===== src/rtl/sap_obi_timeout_guard.sv =====
// sap_obi_timeout_guard
// Response-phase watchdog on the OBI path between the SAP cluster external
// slave port and the SoC interconnect. One transaction is forwarded at a time.
// If the downstream target never answers, a single error response carrying
// ERR_RDATA is returned to the cluster. After that, the guard waits (bounded)
// for a late response and discards it before accepting new traffic.
//
// Optional feature macro: SAP_OBI_TIMEOUT_IRQ_EN
//   When defined, this adds a sticky timeout interrupt (timeout_irq_o), its
//   clear input (irq_clr_i) and a saturating timeout counter (timeout_cnt_o).
//   When undefined, those ports and their logic are absent.

module sap_obi_timeout_guard #(
   parameter int unsigned TIMEOUT   = 32'd1024,
   parameter logic [31:0] ERR_RDATA = 32'hDEAD_BEEF
) (
   input  logic        clk_i,
   input  logic        rst_ni,
   // cluster side
   input  logic        s_req_i,
   output logic        s_gnt_o,
   input  logic [31:0] s_addr_i,
   input  logic        s_we_i,
   input  logic [3:0]  s_be_i,
   input  logic [31:0] s_wdata_i,
   output logic        s_rvalid_o,
   output logic [31:0] s_rdata_o,
   output logic        s_err_o,
   // interconnect side
   output logic        m_req_o,
   input  logic        m_gnt_i,
   output logic [31:0] m_addr_o,
   output logic        m_we_o,
   output logic [3:0]  m_be_o,
   output logic [31:0] m_wdata_o,
   input  logic        m_rvalid_i,
   input  logic [31:0] m_rdata_i
`ifdef SAP_OBI_TIMEOUT_IRQ_EN
   ,
   input  logic        irq_clr_i,
   output logic        timeout_irq_o,
   output logic [7:0]  timeout_cnt_o
`endif
);

   // Counter is wide enough to hold TIMEOUT itself (its saturation value).
   localparam int unsigned CW = $clog2(TIMEOUT + 32'd1);
   localparam logic [CW-1:0] CNT_LAST = CW'(TIMEOUT - 32'd1);
   localparam logic [CW-1:0] CNT_MAX  = CW'(TIMEOUT);
   localparam logic [CW-1:0] CNT_ZERO = {CW{1'b0}};
   localparam logic [CW-1:0] CNT_ONE  = CW'(32'd1);

   typedef enum logic [1:0] {
      IDLE    = 2'd0,
      WAIT_R  = 2'd1,
      ERR_RSP = 2'd2,
      DRAIN   = 2'd3
   } state_t;

   state_t          state_r;
   state_t          state_nxt_s;
   logic [CW-1:0]   cnt_r;
   logic [CW-1:0]   cnt_nxt_s;
   logic            cnt_last_s;

   // Saturating increment of the watchdog counter.
   function automatic logic [CW-1:0] cnt_sat_inc(input logic [CW-1:0] v);
      logic [CW-1:0] r;
      if (v >= CNT_MAX) begin
         r = v;
      end else begin
         r = v + CNT_ONE;
      end
      return r;
   endfunction

   assign cnt_last_s = (cnt_r == CNT_LAST);

   // Request attributes are forwarded unchanged; m_req_o qualifies them.
   assign m_addr_o  = s_addr_i;
   assign m_we_o    = s_we_i;
   assign m_be_o    = s_be_i;
   assign m_wdata_o = s_wdata_i;

   // Next-state decision. A real rvalid in the last waiting cycle takes
   // precedence over the timeout.
   always_comb begin
      state_nxt_s = state_r;
      case (state_r)
         IDLE: begin
            if (s_req_i && m_gnt_i) begin
               state_nxt_s = WAIT_R;
            end else begin
               state_nxt_s = IDLE;
            end
         end
         WAIT_R: begin
            if (m_rvalid_i) begin
               state_nxt_s = IDLE;
            end else if (cnt_last_s) begin
               state_nxt_s = ERR_RSP;
            end else begin
               state_nxt_s = WAIT_R;
            end
         end
         ERR_RSP: begin
            state_nxt_s = DRAIN;
         end
         DRAIN: begin
            if (m_rvalid_i || cnt_last_s) begin
               state_nxt_s = IDLE;
            end else begin
               state_nxt_s = DRAIN;
            end
         end
         default: begin
            state_nxt_s = IDLE;
         end
      endcase
   end

   // Counter restarts from zero on every state change and only runs while
   // waiting for a response (WAIT_R or DRAIN).
   always_comb begin
      cnt_nxt_s = CNT_ZERO;
      if (state_nxt_s != state_r) begin
         cnt_nxt_s = CNT_ZERO;
      end else if ((state_r == WAIT_R) || (state_r == DRAIN)) begin
         cnt_nxt_s = cnt_sat_inc(cnt_r);
      end else begin
         cnt_nxt_s = CNT_ZERO;
      end
   end

   // FSM state and watchdog counter registers.
   always_ff @(posedge clk_i or negedge rst_ni) begin
      if (!rst_ni) begin
         state_r <= IDLE;
         cnt_r   <= CNT_ZERO;
      end else begin
         state_r <= state_nxt_s;
         cnt_r   <= cnt_nxt_s;
      end
   end

   // Handshake and response steering. These are combinational so that
   // forwarding adds no latency; everything not stated for a state stays 0.
   always_comb begin
      s_gnt_o    = 1'b0;
      m_req_o    = 1'b0;
      s_rvalid_o = 1'b0;
      s_rdata_o  = 32'h0000_0000;
      s_err_o    = 1'b0;
      case (state_r)
         IDLE: begin
            m_req_o = s_req_i;
            s_gnt_o = m_gnt_i;
         end
         WAIT_R: begin
            s_rvalid_o = m_rvalid_i;
            s_rdata_o  = m_rdata_i;
         end
         ERR_RSP: begin
            s_rvalid_o = 1'b1;
            s_rdata_o  = ERR_RDATA;
            s_err_o    = 1'b1;
         end
         DRAIN: begin
            s_rvalid_o = 1'b0;
         end
         default: begin
            s_rvalid_o = 1'b0;
         end
      endcase
   end

`ifdef SAP_OBI_TIMEOUT_IRQ_EN
   logic       timeout_evt_s;
   logic       irq_r;
   logic [7:0] tcnt_r;

   // Saturating increment for the 8-bit timeout counter.
   function automatic logic [7:0] tcnt_sat_inc(input logic [7:0] v);
      logic [7:0] r;
      if (v == 8'hFF) begin
         r = v;
      end else begin
         r = v + 8'd1;
      end
      return r;
   endfunction

   assign timeout_evt_s = (state_r == ERR_RSP);

   // Sticky interrupt plus timeout count. A timeout in the same cycle as a
   // clear wins, so the count restarts at one instead of zero.
   always_ff @(posedge clk_i or negedge rst_ni) begin
      if (!rst_ni) begin
         irq_r  <= 1'b0;
         tcnt_r <= 8'd0;
      end else begin
         if (timeout_evt_s) begin
            irq_r <= 1'b1;
         end else if (irq_clr_i) begin
            irq_r <= 1'b0;
         end else begin
            irq_r <= irq_r;
         end

         if (irq_clr_i && timeout_evt_s) begin
            tcnt_r <= 8'd1;
         end else if (irq_clr_i) begin
            tcnt_r <= 8'd0;
         end else if (timeout_evt_s) begin
            tcnt_r <= tcnt_sat_inc(tcnt_r);
         end else begin
            tcnt_r <= tcnt_r;
         end
      end
   end

   assign timeout_irq_o = irq_r;
   assign timeout_cnt_o = tcnt_r;
`endif

endmodule


===== config.mk =====
export PLATFORM = sky130hd
export DESIGN_NAME = sap_obi_timeout_guard
export DESIGN_NICKNAME = d
export VERILOG_FILES = /design/src/rtl/sap_obi_timeout_guard.sv
export SDC_FILE = /design/constraint.sdc
export NUM_CORES = 1
export LEC_CHECK = 0
export ABC_AREA = 1
export CAP_MARGIN = 20
export CORE_AREA = 2 2 82 84
export CTS_BUF_LIST = sky130_fd_sc_hd__clkbuf_4 sky130_fd_sc_hd__clkbuf_8
export DETAILED_ROUTE_END_ITERATION = 10
export DIE_AREA = 0 0 84 86
export PLACE_DENSITY = 0.83
export SKIP_CTS_REPAIR_TIMING = 1
export SLEW_MARGIN = 20
export SYNTH_ARGS = -nofsm -noshare
export SYNTH_HDL_FRONTEND = slang
export SYNTH_SLANG_ARGS = --single-unit

===== constraint.sdc =====
create_clock -name clk_i -period 3.5 [get_ports clk_i]
set_input_delay 0.7 -clock clk_i [delete_from_list [all_inputs] [get_ports clk_i]]
set_output_delay 0.7 -clock clk_i [all_outputs]
set_load 0.03 [all_outputs]

### Word-level counts from Yosys, hierarchy flattened

Index checks and enable logic that the tools add are counted.

* bits in registers: 13
* input bits: 106
* output and inout port bits: 105
* logic and storage cells: 27

* $add $sub $neg: 1
* magnitude comparators: 1
* eq/ne operators: 6
* multiplexer cells: 13
* reductions and logical operators: 4

Operators by type and width (number)
* case mux 32 bit (2 select lines): 1
* two-way mux 11 bit: 3
* adder 11 x 1 -> 11 bit, second input constant: 1
* == test 11 x 10 -> 1 bit, second input constant: 1
* >= comparator 11 bit, second input constant: 1
* case mux 2 bit (4 select lines): 1
* two-way mux 2 bit: 3
* == test 2 bit, second input constant: 2
* two-way mux 1 bit: 4
* != test 3 bit, second input constant: 1
* == test 2 x 1 -> 1 bit, second input constant: 1
* zero test 2 bit: 1
* logical OR 1 bit: 2
* != test 2 bit: 1
* case mux 1 bit (2 select lines): 1
* logical AND 1 bit: 1

### Logic depth before layout (Yosys ltp)

Gate-level depths: netlist of run 1.

* word-level depth: 6
* gate-level depth with buffers: 13
* depth with buffers taken out: 12

### Worst setup path after synthesis of run 1

No wires, ideal clock.

* path type: register to output
* start: register state_r[0]
* end: output s_rvalid_o
* data arrival time: 1894 ps
* data required time: 2800 ps
* path slack: 906 ps
* cell stages (with the launch flop): 6
* cell sequence: dfrtp_1 > inv_1 > ha_1 > clkbuf_1 > nand2_1 > o21ai_0

* longest elaborated chain between the ends: 2
* elaborated cells between the ends (all ways): 3
* classes of those cells: eq/ne: 2; mux: 1

Ends and longest elaborated chain
* start, declared: RTL line 60 `state_t state_r;`
* start signal, assigned: RTL line 141 `state_r <= state_nxt_s;`
* == test 2 bit / == test 2 x 1 -> 1 bit (equally long branches): RTL line 154 `case (state_r)`
* case mux 1 bit (2 select lines) *: RTL line 154
* end, declared: RTL line 26 `output logic s_rvalid_o,`

Every way passes the cells marked *; elsewhere a longest branch is shown, timed or not.

### Final worst setup path of run 1

* start: register state_r[0]
* end: output s_rdata_o[20]

* longest elaborated chain between the ends: 2
* elaborated cells between the ends (all ways): 3
* classes of those cells: eq/ne: 2; mux: 1

Ends and longest elaborated chain
* == test 2 bit / == test 2 x 1 -> 1 bit (equally long branches): RTL line 154
* case mux 32 bit (2 select lines) *: RTL line 154
* end, declared: RTL line 27 `output logic [31:0] s_rdata_o,`

Marked as above.

==> results of run 1 <==
[stage by stage]
stage	instance area [sq um]	power, uW
floorplan	1690	403
global placement	1920	340
detailed placement	1920	344
CTS	1970	487
global route	1970	506
finish	1970	481
[power by group]
| part | total, uW | internal [uW] | switching, uW |
|---|---|---|---|
| Clock | 141 | 88.2 | 53.3 |
| Combinational | 182 | 79.8 | 102 |
| Sequential | 158 | 154 | 4.03 |
| Total | 481 | 322 | 160 |
[logic make-up after synthesis]
kind of cell / after synthesis
compound gates: 6
xor+xnor: 7
fa+ha+maj: 6
buf+inv: 101
flops: 13
mux: 1
simple gates: 112
[critical path: cells and delay by family (launching register included)]
| kind | cells | cell delay, ns |
|---|---|---|
| buffers and inverters | 2 | 0.84 |
| adder cells (fa/ha/maj) | 1 | 0.33 |
| AND/OR/NAND/NOR | 2 | 0.40 |
| flip-flops | 1 | 0.43 |
[cell usage in the layout, fill, tap and decap left out, types with 2 or more instances in the layout]
| cell type | synthesis | layout |
|---|---|---|
| o21ai_0 | 4 | 4 |
| nor3_1 | 2 | 2 |
| clkbuf_8 | 0 | 3 |
| ha_1 | 6 | 6 |
| nand2_1 | 44 | 44 |
| nand3_2 | 3 | 3 |
| xor2_1 | 4 | 4 |
| xnor2_1 | 3 | 3 |
| buf_4 | 71 | 27 |
| nor2_2 | 7 | 7 |
| inv_1 | 21 | 21 |
| nor2_1 | 18 | 18 |
| nor2_4 | 4 | 4 |
| clkdlybuf4s50_1 | 0 | 47 |
| nand3_1 | 32 | 32 |
| dfrtp_1 | 13 | 13 |
[worst max path at each step]
stage,from,to,cells past startpoint
global placement,m_rdata_i[20],s_rdata_o[20],4
CTS,state_r[0],s_rdata_o[20],5
floorplan,state_r[0],s_rvalid_o,5
global route,state_r[0],s_rdata_o[14],5
detailed placement,m_rdata_i[14],s_rdata_o[14],4
finish,state_r[0],s_rdata_o[20],5
[flip-flops by register name (all words and copies together) (netlist names)]
register	count
state_r	2
cnt_r	11
[area by class of cell]
| cell class | instances | area (sq um) |
|---|---|---|
| inverter | 23 | 88.8 |
| sequential | 13 | 325 |
| clock buffer | 4 | 48.8 |
| timing repair buffer | 75 | 693 |
| fill | 658 | 4310 |
| multi-input combinational | 132 | 717 |
| tap | 77 | 96.3 |
[routing by layer]
layer	track usage, %	wire length, um
met2	18.6	2030
met5	0	0
met4	7.04	221
met1	11.0	1530
met3	3.37	379
[cell usage after synthesis, types with 2 or more instances]
library cell,number,share of area (%)
buf_4,71,32
clkbuf_1,7,1.6
dfrtp_1,13,19
ha_1,6,4.4
inv_1,21,4.7
nand2_1,44,9.8
nand3_1,32,9.5
nand3_2,3,1.8
nor2_1,18,4.0
nor2_2,7,2.6
nor2_4,4,2.7
nor3_1,2,0.59
o21ai_0,4,1.2
xnor2_1,3,1.6
xor2_1,4,2.1
==> results.toml, run 1 <==
[cts]
cts_root_buf = "clkbuf_8"
clk-insertion-delay-late_ns = 0.24
numCtsBuffers = 3
htreeDepth = 1
cts.sinks = 13
clock_path_buffers = 2
cts.clk_slew.worst_paths_ns = 0.05
cts_tree = "done"

[finish]
drive_above_1_share_pct = 19.8
diodes = 0
finalNonFillerCells = 324
final_util_pct = 31.4
syn2layout_area_growth_pct = 16.5
layout.nets = 360

[timing]
finalCritPeriodShare_pct = 84.0
worstMarginPinSlew_ns = 0.614
max-slew-margin-rel_pct = 59.0
drv_slew = 0
fin_tns_setup_ns = 0
setup_viol = 0
fmax_ghz = 0.340
skew_ns = 0.000491
period_minus_slack_ns = 2.94
rsz0062_at_grt = "no"
finalHoldViolCount = 0
whs_ns = 0.580
setup_slack_ns = 0.562

[detailed_routing]
routed_wl_um = 4160
dr.pass1.iters = 4
via_count = 1434
vias_per_cell = 4.43
ant_nets = 0
post_drt_wl_per_cell_um = 12.8
drt_iter0_drc = 67
route.detailed.drc = 0

[global_routing]
grt_overflow = 0
grt_pass1_vias = 1436
grt_pass1_wl_um = 6360
antenna_found_initial = 0
grt_max_degree = 27
grt_usage_pct = 10.7

[run_status]
status = "completed"

[die]
rows = 29
die_y_um = 86
core_area_sq_mm = 0.00628
die_w_um = 84
io_pins = 211
dieArea_sq_mm = 0.00722
start_util_pct = 26.9

[synthesis]
synthArstFlopShare_pct = 100
ys_ff_latch = 13
ys.warnings.count = 0
synth-main-ff-cell = "dfrtp_1"
yosysSeqAreaShare_pct = 19.2
synth_xor_area_share_pct = 3.63
avgSynthCellArea_sq_um = 6.87
synth_compound_area_share_pct = 2.15
synth_cell_type_count = 22
syn_nets = 358
synth_cells = 246
synthAdderAreaFrac_pct = 4.44
synth_top_family_by_area = "buffers and inverters"
synth_area_sq_mm = 0.00169
synth_mux_area_share_pct = 0.592
synthSimpleGateAreaFrac_pct = 31.6
synth-edff-count = 0

[placement]
numPortBuffers = 72
gp_congestion = 0.736
pre_cts_ws_ns = 0.749
hpwl_um = 3360
placed_cells = 320

[worst_setup_path]
crit_path_top_delay_cell = "clkdlybuf4s50_1"
cpPeakStageDelay_ns = 0.70
reg2reg_depth = 13
crit_arrival_ns = 2.24
worstSetupPathType = "reg -> out"
endpoint_kind = "output pin"
worst-path-max-fanout = 9
r2r-start = "state_r[1]"
cp_cell_sequence = "inv_1 > ha_1 > nand2_1 > nor2_1 > clkdlybuf4s50_1"
cp.required_ns = 2.80
startpoint_type = "register"
regToRegSetupSlack_ns = 1.44
rr_endpoint = "cnt_r[5]"

[hold_path]
worstHoldStart = "cnt_r[1]"
holdPathStages = 2
hp-class = "reg -> reg"
holdPathEnd = "cnt_r[1]"

[job]
max_cap_violations = 0

[power]
vdd_drop_max_uv = 90.7
power_density_mw_per_mm2 = 244
p_leak_uw = 0.00102
No activity file was read; power rests on OpenSTA's default activity.
==> run 2, diff against run 1 <==
- CORE_AREA: 2 2 82 84 -> default
- CORE_ASPECT_RATIO: default -> 1.75
- CORE_MARGIN: default -> 1.5
- CORE_UTILIZATION: default -> 24
- DIE_AREA: 0 0 84 86 -> default
- PLACE_DENSITY: 0.83 -> 0.79
- clock period: 3.5 -> 2.47 ns (I/O delays scaled with it)
==> run 2 against run 1 <==
- register-to-register slack lost 0.89 ns
- core utilization shrank 0.37 points
- first-iteration DRC count shrank 45%
- clock power grew 50%
- setup slack lost 0.52 ns
- die area grew 4.9%
- cell count grew 3.4%
- worst hold slack gained 0.0039 ns
- clock skew is essentially flat
- combinational power grew 58%
- total power grew 50%
- via count grew 5.4%
==> results.toml, run 2 (synthesized netlist as in run 1, its figures left out) <==
[worst_setup_path]
endpoint_kind = "output pin"
crit_arrival_ns = 1.93
worst-path-max-fanout = 12
reg2reg_depth = 12
startpoint_type = "register"
cp.required_ns = 1.98
worstSetupPathType = "reg -> out"

[die]
io_pins = 211
core_area_sq_mm = 0.00686
dieArea_sq_mm = 0.00758
start_util_pct = 24.7
die_w_um = 66.4
rows = 40
die_y_um = 114

[finish]
layout.nets = 364
mostFrequentLayoutCell = "nand2_1"
diodes = 0
largest_register = "cnt_r"
syn2layout_area_growth_pct = 25.8
most-common-layout-cells = "nand2_1, clkdlybuf4s50_1, nand3_1"
stdcell_area_sq_mm = 0.00213
largest_reg_flops = 11
drive_above_1_share_pct = 24.3
reg_top3 = "cnt_r: 11 flops, state_r: 2 flops"

[power]
p_sw_share_pct = 33.9
p_leak_uw = 0.00108
power_density_mw_per_mm2 = 340
switchingPower_uw = 246
p_int_uw = 478
clockPowerShare_pct = 29.2
p_seq_share_pct = 31.0
power_frac_comb_pct = 39.8
vdd_drop_max_uv = 196

[global_routing]
grt_pass1_wl_um = 8320
grt_overflow = 0
grt_max_degree = 18
antenna_found_initial = 0
grt_usage_pct = 15.5
grt_pass1_vias = 1514

[cts]
numCtsBuffers = 3
clk-insertion-delay-late_ns = 0.25
cts.clk_slew.worst_paths_ns = 0.06
htreeDepth = 1
cts_root_buf = "clkbuf_8"
cts_tree = "done"
cts.sinks = 13
clock_path_buffers = 2

[timing]
max-slew-margin-rel_pct = 59.9
skew_ns = 0.000944
setup_viol = 0
drv_slew = 0
period_minus_slack_ns = 2.43
finalHoldViolCount = 0
fmax_ghz = 0.412
whs_ns = 0.584
worstMarginPinSlew_ns = 0.600
rsz0062_at_grt = "yes"
finalCritPeriodShare_pct = 98.2

[detailed_routing]
route.detailed.drc = 0
post_drt_wl_per_cell_um = 17.3
drt_iter0_drc = 37
routed_wl_um = 5790
vias_per_cell = 4.51
ant_nets = 0
via_count = 1512
dr.pass1.iters = 4

[placement]
dpl_cell_area_sq_mm = 0.00208
numPortBuffers = 72
gp_congestion = 0.899
hpwl_um = 5030

[job]
max_cap_violations = 0

[hold_path]
hp-class = "reg -> reg"
holdPathStages = 2

[run_status]
status = "completed"
==> run 2: per-stage QoR <==
step	power (uW)	setup TNS [ns]	std cells	setup slack (ns)	util, %
floorplan	571	0	246	0.0822	-
global placement	512	0	331	0.231	30.3
detailed placement	516	0	331	0.226	30.3
CTS	727	0	335	0.0262	31.0
global route	759	-0.830	335	-0.0905	31.0
finish	724	0	335	0.0449	31.0
==> run 2: power groups by stage <==
stage / sequential (uW) / combinational (uW) / clock (uW)
after global routing: 225 / 310 / 225
after floorplan: 226 / 345 / 0
after global placement: 227 / 285 / 0
final: 224 / 288 / 211
after detailed placement: 228 / 289 / 0
after CTS: 224 / 290 / 212
==> run 2: layout make-up <==
class | count | area, sq um
fill | 710 | 4730
timing repair buffer | 79 | 841
multi-input combinational | 132 | 717
sequential | 13 | 325
tap | 84 | 105
inverter | 23 | 88.8
clock buffer | 4 | 48.8
==> run 2: path summary, 6_finish.rpt <==
path	startpoint	endpoint	slack (ns)
setup / recovery	state_r[0]	s_rdata_o[5]	0.04
max in group asynchronous	rst_ni	cnt_r[8]	1.46
setup reg to reg	state_r[0]	cnt_r[1]	0.55
hold reg to reg	cnt_r[0]	cnt_r[0]	0.58
min in group asynchronous	rst_ni	cnt_r[5]	0.62
hold / removal	cnt_r[0]	cnt_r[0]	0.58
==> run 2: routing by layer <==
layer  global-route usage [%]  vias to the layer above  wire length [um]
li1                         -                      701                 -
met1                     13.1                      645              1630
met2                     23.5                      103              2570
met3                     9.57                       63               985
met4                     15.6                        0               608
met5                        0                        -                 0
==> run 2: critical path, cell delays in order, from the launching register on <==
cell     delay, ns
dfrtp_1       0.44
inv_1         0.13
ha_1          0.36
nand2_1       0.24
buf_4         0.23
nand2_1       0.11
buf_12        0.15
